==> src/rtl/vector_scalar_pack_unit.sv <==
// Gathers lane-0 scalars of pack-mode chains into dense N-lane vectors; passthrough chains go straight out.
// Optional macro VSPU_FLUSH_TIMEOUT_EN adds an idle-timeout flush of a partial buffer.
module vector_scalar_pack_unit #(
  parameter int N                  = 8,
  parameter int DATA_WIDTH         = 32,
  parameter int MAX_CHAINS         = 4,
  parameter int PERSONAL_CONFIG_ID = 0,
  parameter int TIMEOUT            = 16
) (
  input  logic                            clk,
  input  logic                            reset,
  input  logic                            valid_in,
  input  logic                            eof_in,
  input  logic [$clog2(MAX_CHAINS)-1:0]   chainId_in,
  input  logic                            tracing,
  input  logic [7:0]                      configId,
  input  logic [7:0]                      configData,
  input  logic [N*DATA_WIDTH-1:0]         vector_in,
  output logic                            valid_out,
  output logic [N*DATA_WIDTH-1:0]         vector_out,
  output logic [$clog2(N):0]              count_out,
  output logic                            error_out
);

  localparam int CW   = $clog2(MAX_CHAINS);
  localparam int CNTW = $clog2(N);
  localparam int OW   = CNTW + 1;
  localparam int VW   = N * DATA_WIDTH;

  logic [7:0]            config_byte_reg [MAX_CHAINS];
  logic [CW-1:0]         cfg_ptr_reg;
  logic [DATA_WIDTH-1:0] buffer_reg [N];

  logic [CNTW-1:0] count_reg, count_next;
  logic [CW-1:0]   cur_chain_reg, cur_chain_next;
  logic            error_reg, error_next;
  logic            valid_out_reg, valid_out_next;
  logic [VW-1:0]   vector_out_reg, vector_out_next;
  logic [OW-1:0]   count_out_reg, count_out_next;

  logic                  buf_we;
  logic [DATA_WIDTH-1:0] scalar_in;
  logic                  cfg_we;
  logic                  pack_mode;
  logic                  chain_switch;
  logic [CNTW-1:0]       base;
  logic [OW-1:0]         fill_cnt;
  logic                  pack_full;
  logic [VW-1:0]         pack_vec;

  assign scalar_in    = vector_in[DATA_WIDTH-1:0];
  assign cfg_we       = !tracing && (configId == 8'(PERSONAL_CONFIG_ID));
  assign pack_mode    = (config_byte_reg[chainId_in] == 8'd1);
  // A scalar from a different chain abandons the partial buffer and restarts at slot 0.
  assign chain_switch = valid_in && pack_mode && (count_reg != '0) && (chainId_in != cur_chain_reg);
  assign base         = chain_switch ? '0 : count_reg;
  assign fill_cnt     = {1'b0, base} + OW'(1);
  assign pack_full    = (fill_cnt == OW'(N));

  generate
    for (genvar gi = 0; gi < N; gi++) begin : g_pack_lane
      localparam logic [OW-1:0] LANE = OW'(gi);
      assign pack_vec[gi*DATA_WIDTH +: DATA_WIDTH] =
        (LANE < {1'b0, base})  ? buffer_reg[gi] :
        (LANE == {1'b0, base}) ? scalar_in      : '0;
    end
  endgenerate

`ifdef VSPU_FLUSH_TIMEOUT_EN
  localparam int IW = $clog2(TIMEOUT + 1);

  logic [IW-1:0] idle_reg, idle_next;
  logic          timeout_hit;
  logic [VW-1:0] flush_vec;

  // Valid input in the expiry cycle wins, so the flush requires valid_in=0.
  assign timeout_hit = !valid_in && (count_reg != '0) && (idle_reg == IW'(TIMEOUT - 1));

  generate
    for (genvar gi = 0; gi < N; gi++) begin : g_flush_lane
      localparam logic [OW-1:0] LANE = OW'(gi);
      assign flush_vec[gi*DATA_WIDTH +: DATA_WIDTH] =
        (LANE < {1'b0, count_reg}) ? buffer_reg[gi] : '0;
    end
  endgenerate

  always_comb begin
    idle_next = '0;
    if (!valid_in && !timeout_hit && (count_reg != '0))
      idle_next = idle_reg + IW'(1);
  end

  always_ff @(posedge clk) begin
    if (reset) idle_reg <= '0;
    else       idle_reg <= idle_next;
  end
`endif

  always_comb begin
    count_next      = count_reg;
    cur_chain_next  = cur_chain_reg;
    error_next      = error_reg;
    valid_out_next  = 1'b0;
    vector_out_next = '0;
    count_out_next  = '0;
    buf_we          = 1'b0;
    if (valid_in) begin
      if (!pack_mode) begin
        valid_out_next  = 1'b1;
        vector_out_next = vector_in;
        count_out_next  = OW'(N);
        if (count_reg != '0) begin
          error_next = 1'b1;
          count_next = '0;
        end
      end else begin
        if (chain_switch) error_next = 1'b1;
        buf_we         = 1'b1;
        cur_chain_next = chainId_in;
        if (pack_full || eof_in) begin
          valid_out_next  = 1'b1;
          vector_out_next = pack_vec;
          count_out_next  = fill_cnt;
          count_next      = '0;
        end else begin
          count_next = fill_cnt[CNTW-1:0];
        end
      end
    end
`ifdef VSPU_FLUSH_TIMEOUT_EN
    else if (timeout_hit) begin
      valid_out_next  = 1'b1;
      vector_out_next = flush_vec;
      count_out_next  = {1'b0, count_reg};
      count_next      = '0;
    end
`endif
  end

  always_ff @(posedge clk) begin
    if (reset) begin
      count_reg      <= '0;
      cur_chain_reg  <= '0;
      error_reg      <= 1'b0;
      valid_out_reg  <= 1'b0;
      vector_out_reg <= '0;
      count_out_reg  <= '0;
      cfg_ptr_reg    <= '0;
    end else begin
      count_reg      <= count_next;
      cur_chain_reg  <= cur_chain_next;
      error_reg      <= error_next;
      valid_out_reg  <= valid_out_next;
      vector_out_reg <= vector_out_next;
      count_out_reg  <= count_out_next;
      if (tracing)
        cfg_ptr_reg <= '0;
      else if (cfg_we)
        cfg_ptr_reg <= (cfg_ptr_reg == CW'(MAX_CHAINS - 1)) ? '0 : cfg_ptr_reg + CW'(1);
    end
  end

  generate
    for (genvar gi = 0; gi < MAX_CHAINS; gi++) begin : g_cfg
      always_ff @(posedge clk) begin
        if (reset)
          config_byte_reg[gi] <= 8'd0;
        else if (cfg_we && (cfg_ptr_reg == CW'(gi)))
          config_byte_reg[gi] <= configData;
      end
    end
  endgenerate

  // Buffer contents are masked by count on every read, so it needs no reset.
  always_ff @(posedge clk) begin
    if (buf_we) buffer_reg[base] <= scalar_in;
  end

  assign valid_out  = valid_out_reg;
  assign vector_out = vector_out_reg;
  assign count_out  = count_out_reg;
  assign error_out  = error_reg;

endmodule

==> config.mk <==
export PLATFORM = sky130hd
export DESIGN_NAME = vector_scalar_pack_unit
export DESIGN_NICKNAME = d
export VERILOG_FILES = /design/src/rtl/vector_scalar_pack_unit.sv
export SDC_FILE = /design/constraint.sdc
export NUM_CORES = 1
export LEC_CHECK = 0
export ABC_AREA = 0
export ABC_CLOCK_PERIOD_IN_PS = 7500
export CORE_MARGIN = 4
export CORE_UTILIZATION = 45
export CTS_BUF_LIST = sky130_fd_sc_hd__clkbuf_8
export CTS_CLUSTER_SIZE = 24
export DETAILED_ROUTE_END_ITERATION = 7
export GPL_TIMING_DRIVEN = 1
export HOLD_SLACK_MARGIN = 0.15
export PLACE_DENSITY = 0.75
export SLEW_MARGIN = 0
export SYNTH_ARGS = -nofsm -noshare
export SYNTH_HDL_FRONTEND = slang
export SYNTH_SLANG_ARGS = --single-unit
==> constraint.sdc <==
create_clock -name clk -period 7.5 [get_ports clk]
set_clock_uncertainty 0.1 [all_clocks]
set_input_delay 1.5 -clock clk [delete_from_list [all_inputs] [get_ports clk]]
set_output_delay 1.5 -clock clk [all_outputs]
set_load 0.05 [all_outputs]
==> results of run 1 <==
-- synth_stat cells, drive strengths merged (33+ instances only) --
cell     count  area [um2]
buf         77       412.9
o211ai      37       287.8
clkbuf      75       281.5
a21oi      104       543.0
edfxtp     256        7687
o21ai       40       204.0
and3        33       206.5
mux2i       34       340.3
nor3        39       195.2
dfxtp      269        5385
nor4        37       246.5
o2bb2ai    160        1401
inv         37       138.9
nand4       33       206.5
nand2      140       525.5
nor2        78       302.8
-- critical path, stage by stage --
cell,delay (ps)
clkdlybuf4s50_1,580
nand3b_1,320
a21o_2,540
nand2_2,260
a21boi_0,160
ha_1,300
and4_1,280
a31oi_4,600
nor2_4,140
o211ai_4,450
buf_4,740
o2bb2ai_1,180
-- layout by cell type (no fill, tap or decap), types with 3 or more instances in the layout --
master           netlist  routed
a21oi_4                2       3
dfxtp_1              269     266
mux2i_1               34      34
nor2_4                 1       5
nand4_1               33      33
o21ai_0               39      39
a22o_1                32      32
nand2b_1               5       4
o311ai_1              17      17
o221ai_1              32      32
a21o_1                 6       5
diode_2                0       6
clkinv_1               0       4
nor2_1                76      72
and3_1                33      32
buf_4                  6      25
nor4b_1                5       4
inv_1                 37      75
a21oi_1              102     101
nand2_1              140     138
clkdlybuf4s50_1        0     540
nor4_1                36      36
o311ai_0              15      15
nor3_1                39      36
o211ai_1              35      35
bufinv_16              0       3
edfxtp_1             256     256
clkbuf_8               0     106
ha_1                   6       6
clkinv_2               0       3
nor3_2                 0       3
o2bb2ai_1            160     160
o31a_1                32      32
-- layout make-up --
type,count,area [um2]
inverter,37,138.9
antenna,6,15.01
sequential,525,13080
fill,3341,15930
clock buffer,106,1459
tap,585,732.0
multi-input combinational,916,6192
timing repair buffer,566,5613
clock inverter,52,295.3
-- metrics by stage --
stage | utilization [%] | total power [W] | instance area [um2] | hold slack [ps] | instances
2_1_floorplan | - | 0.003457 | 19970 | 377.9 | 1630
3_3_place_gp | 59.26 | 0.003808 | 25750 | 384.2 | 2629
3_5_place_dp | 59.26 | 0.003815 | 25750 | 398.5 | 2629
4_1_cts | 63.30 | 0.006309 | 27510 | 412.2 | 2787
5_1_grt | 63.32 | 0.006468 | 27520 | 427.7 | 2791
6_report | 63.34 | 0.006274 | 27520 | 402.1 | 2793
-- cells by family after synthesis --
group | Yosys count | synth area share, %
xor gates and xnor gates | 5 | 0.3321
muxes | 34 | 1.704
adders and majority gates | 6 | 0.3759
DFF | 525 | 65.46
and+or+nand+nor | 383 | 9.286
buffers and inverters | 189 | 4.173
AOI/OAI and AO/OA | 488 | 18.67
-- power by group --
group          internal (W)  total (W)  switching (W)
sequential          0.00307    0.00309      0.0000191
combinational      0.000269   0.000674       0.000406
clock               0.00138    0.00251        0.00114
-- per-layer routing --
layer,share of wire [%],global-route usage [%],vias to the layer above
met3,8.8,6.994,158
met1,39,35.75,7955
met2,48,47.65,842
met4,4.4,13.19,4
li1,-,-,7247
met5,0.036,0,-
-- worst max path at each step --
stage	slack, ps	end
after floorplan	1010	buffer_reg[5][0]
after global placement	1370	vector_out[209]
after detailed placement	1170	vector_out[146]
after CTS	1840	vector_out[191]
after global routing	1510	vector_out[142]
final	1700	vector_out[182]
==> results.cfg, run 1 <==
[sta]
post-route-min-period_ps = 5796
fmax_mhz = 172.5
worst_slack_ps = 1704
rsz0062_at_grt = false
worstMarginPinSlew_ps = 1294
setup_tns_ps = 0
fin_crit_sh_pct = 77.28
slew_viol_final = 0
slew_headroom_pct = 13.76
finalSetupViolations = 0
hold_viol_final = 0

[place]
port_buffers = 540
dp_slack_ps = 1171
hpwl_mm = 48.47
gp_congestion = 0.8895

[drt]
wl_per_cell_um = 25.71
avgViaCountPerCell = 5.802
dr.first_iter.drc_count = 1574
num_vias = 16206
wl_mm = 71.80
dr.pass1.iters = 5
drc = 0
ant_nets = 0

[worst_setup_path]
cp-start-kind = primary input
r2r_start = config_byte_reg[0][2]
path_class = primary input to flop
reg2reg_slack_ps = 2520
end_kind = flop
reg2regPathDepth = 12
cp.required_ps = 7880
cp_data_arrival_time_ps = 6180
rr_endpoint = vector_out[182]
critPathLaunch = chainId_in[0]
worstPathMaxFanout = 71

[hold_path]
hold_end = vector_out[215]
hp-start = buffer_reg[6][23]
hold_depth = 2
hold_class = flop to flop

[synth]
synth_nets = 1915
yosys_register_bits = 525
synth_ff_type = dfxtp_1
syn_avg_cell_area_um2 = 12.25
syn_inst = 1630
synth_edf_count = 256
syn_area_um2 = 19970
synth_seq_area_share_pct = 65.46
synth.distinct_cells = 58
synth_warnings = 0
synthArstFlopShare_pct = 0

[clocking]
cts_max_level = 3
cts_tree = yes
cts_hold_buf = 0
postCtsSetupRepairBufs = 0
clk_latency_ps = 650
clock_sinks = 525
cts_resized = 0
numCtsBuffers = 85
root_buffer = clkbuf_8
clock_path_buffers = 3
clk_pin_slew_ps = 70

[floorplanning]
core_um2 = 43460
io_pins = 541
start_util_pct = 45.95
rows = 76
die_x_um = 218.7
die_area_um2 = 47810
die-height_um = 218.7

[run]
maxCapViolCount = 0

[grt]
gr-total-overflow = 0
grt_max_degree = 184
grt_pass1_wl_mm = 103.7
grt_pass1_vias = 16064
antenna_found_initial = 6
grt_use_total_pct = 28.77

[final_layout]
drive_gt1_share_pct = 8.129
area_growth_syn_to_layout_pct = 37.83
nNetsFinal = 2416
largest_reg_flops = 256

[pwr]
p_leak_nw = 9.665
worst_ir_drop_vdd_v = 0.0001232
powerDensity_nw_per_um2 = 228.0

[status]
outcome = finished, final reports clean
No activity file was read; power rests on OpenSTA's default activity.
==> inputs of run 2 (changes only) <==
Settings changed: ABC_CLOCK_PERIOD_IN_PS 7500 to 4800, PLACE_DENSITY 0.75 to 0.78.
Clock period 7.5 ns to 4.8 ns, I/O delays scaled along.
==> run 2 against run 1 <==
Compared with the run above:
- global-route usage is 0.38 points higher
- total power is 55% higher
- worst setup slack worse by 770 ps
- critical path depth is 1 higher
- final cell count is 0.68% higher
- sequential share of layout area is 0.23 points lower
- die area stayed put
- worst hold slack better by 4.7 ps
- critical path type unchanged
- largest cell class unchanged
- largest power group unchanged
==> results.cfg, run 2 (synthesized netlist as in run 1, its figures left out) <==
[sta]
slew_headroom_pct = 35.37
hold_viol_final = 0
setup_tns_ps = 0
fin_crit_sh_pct = 80.61
fmax_mhz = 258.4
worstMarginPinSlew_ps = 967.1
finalSetupViolations = 0
rsz0062_at_grt = false
slew_viol_final = 0
post-route-min-period_ps = 3869

[worst_setup_path]
worstPathMaxFanout = 34
cp_data_arrival_time_ps = 4270
reg2reg_slack_ps = 1160
end_kind = flop
critPathLaunch = chainId_in[1]
cp.required_ps = 5200
r2r_start = config_byte_reg[1][1]
rr_endpoint = vector_out[5]
cp-start-kind = primary input
reg2regPathDepth = 13
crit_path_end = vector_out[5]
path_class = primary input to flop

[grt]
grt_max_degree = 167
grt_use_total_pct = 29.15
antenna_found_initial = 7
grt_pass1_wl_mm = 104.5
grt_pass1_vias = 16050
gr-total-overflow = 0

[final_layout]
layout_commonest_cell = clkdlybuf4s50_1
stdcell_count = 2812
nNetsFinal = 2436
final_cell_mix = clkdlybuf4s50_1, dfxtp_1, edfxtp_1, o2bb2ai_1, nand2_1
nFillCells = 3321
largest_reg_flops = 256
finish.instance_area_um2 = 27660
area_growth_syn_to_layout_pct = 38.49
drive_gt1_share_pct = 8.817

[drt]
dr.first_iter.drc_count = 1567
wl_mm = 72.34
drc = 0
dr.pass1.iters = 5
num_vias = 16289
ant_nets = 0
wl_per_cell_um = 25.72
avgViaCountPerCell = 5.793

[clocking]
clk_latency_ps = 660
postCtsSetupRepairBufs = 0
clock_sinks = 525
cts_hold_buf = 0
cts_tree = yes
clk_pin_slew_ps = 60
clock_path_buffers = 3
cts_max_level = 3
numCtsBuffers = 86
cts_resized = 0
root_buffer = clkbuf_8

[place]
hpwl_mm = 49.64
gp_congestion = 0.8792
port_buffers = 540
post_dp_cell_area_um2 = 25930
dp.cells = 2648

[floorplanning]
die-height_um = 218.7
io_pins = 541
start_util_pct = 45.95
die_area_um2 = 47810
die_x_um = 218.7
rows = 76
core_um2 = 43460

[run]
maxCapViolCount = 0

[pwr]
worst_ir_drop_vdd_v = 0.0002012
p_leak_nw = 9.772
powerDensity_nw_per_um2 = 351.6

[status]
outcome = finished, final reports clean

[hold_path]
hold_class = flop to flop
==> run 2: worst min path at each step <==
stage,start,to,cells after the start,slack (ps)
after floorplan,cfg_ptr_reg[0],cfg_ptr_reg[0],2,380
after global placement,buffer_reg[1][21],vector_out[53],2,390
after detailed placement,buffer_reg[6][21],vector_out[213],2,400
after CTS,buffer_reg[1][18],vector_out[50],2,410
after global routing,buffer_reg[1][17],vector_out[49],2,430
final,buffer_reg[6][23],vector_out[215],2,410
==> run 2: through the flow <==
stage / power (W) / hold WS (ps) / worst slack (ps) / utilization, %
after global placement: 0.005951 / 390.5 / 519.1 / 59.67
after detailed placement: 0.005963 / 398.2 / 304.6 / 59.67
final: 0.009725 / 406.8 / 930.7 / 63.64
after CTS: 0.009782 / 414.9 / 1007 / 63.61
after global routing: 0.01005 / 431.4 / 708.3 / 63.63
after floorplan: 0.005401 / 377.9 / -40.30 / -
==> run 2: worst max-delay path: stages <==
cell	delay, ps
clkdlybuf4s50_1	720
nand2_1	190
o22a_2	280
nand2_2	140
a21boi_0	150
ha_1	240
and4_1	250
a31oi_4	230
buf_4	430
a211oi_4	40
buf_4	290
o211ai_1	150
o311ai_0	180
==> run 2: cell type report <==
class	count	area [um2]	share of cell area (%)
sequential	525	13080	47.29
clock buffer	104	1431	5.176
clock inverter	56	282.8	1.022
antenna	4	10.01	0.03619
inverter	37	138.9	0.5022
timing repair buffer	585	5781	20.90
multi-input combinational	916	6201	22.42
tap	585	732.0	2.647
==> run 2: power breakdown <==
part	internal, W	leakage (nW)	switching [W]
combinational	0.000422	4.18	0.000632
clock	0.00207	1.04	0.00178
sequential	0.00479	4.55	0.0000318
==> run 2: routing by layer <==
layer  vias to the layer above  routed length (um)  GRT usage (%)
li1                       7286                   -              -
met1                      7919               27430          36.06
met2                       898               34020          46.99
met3                       180                7285          8.648
met4                         6                3554          14.01
met5                         -                  46              0
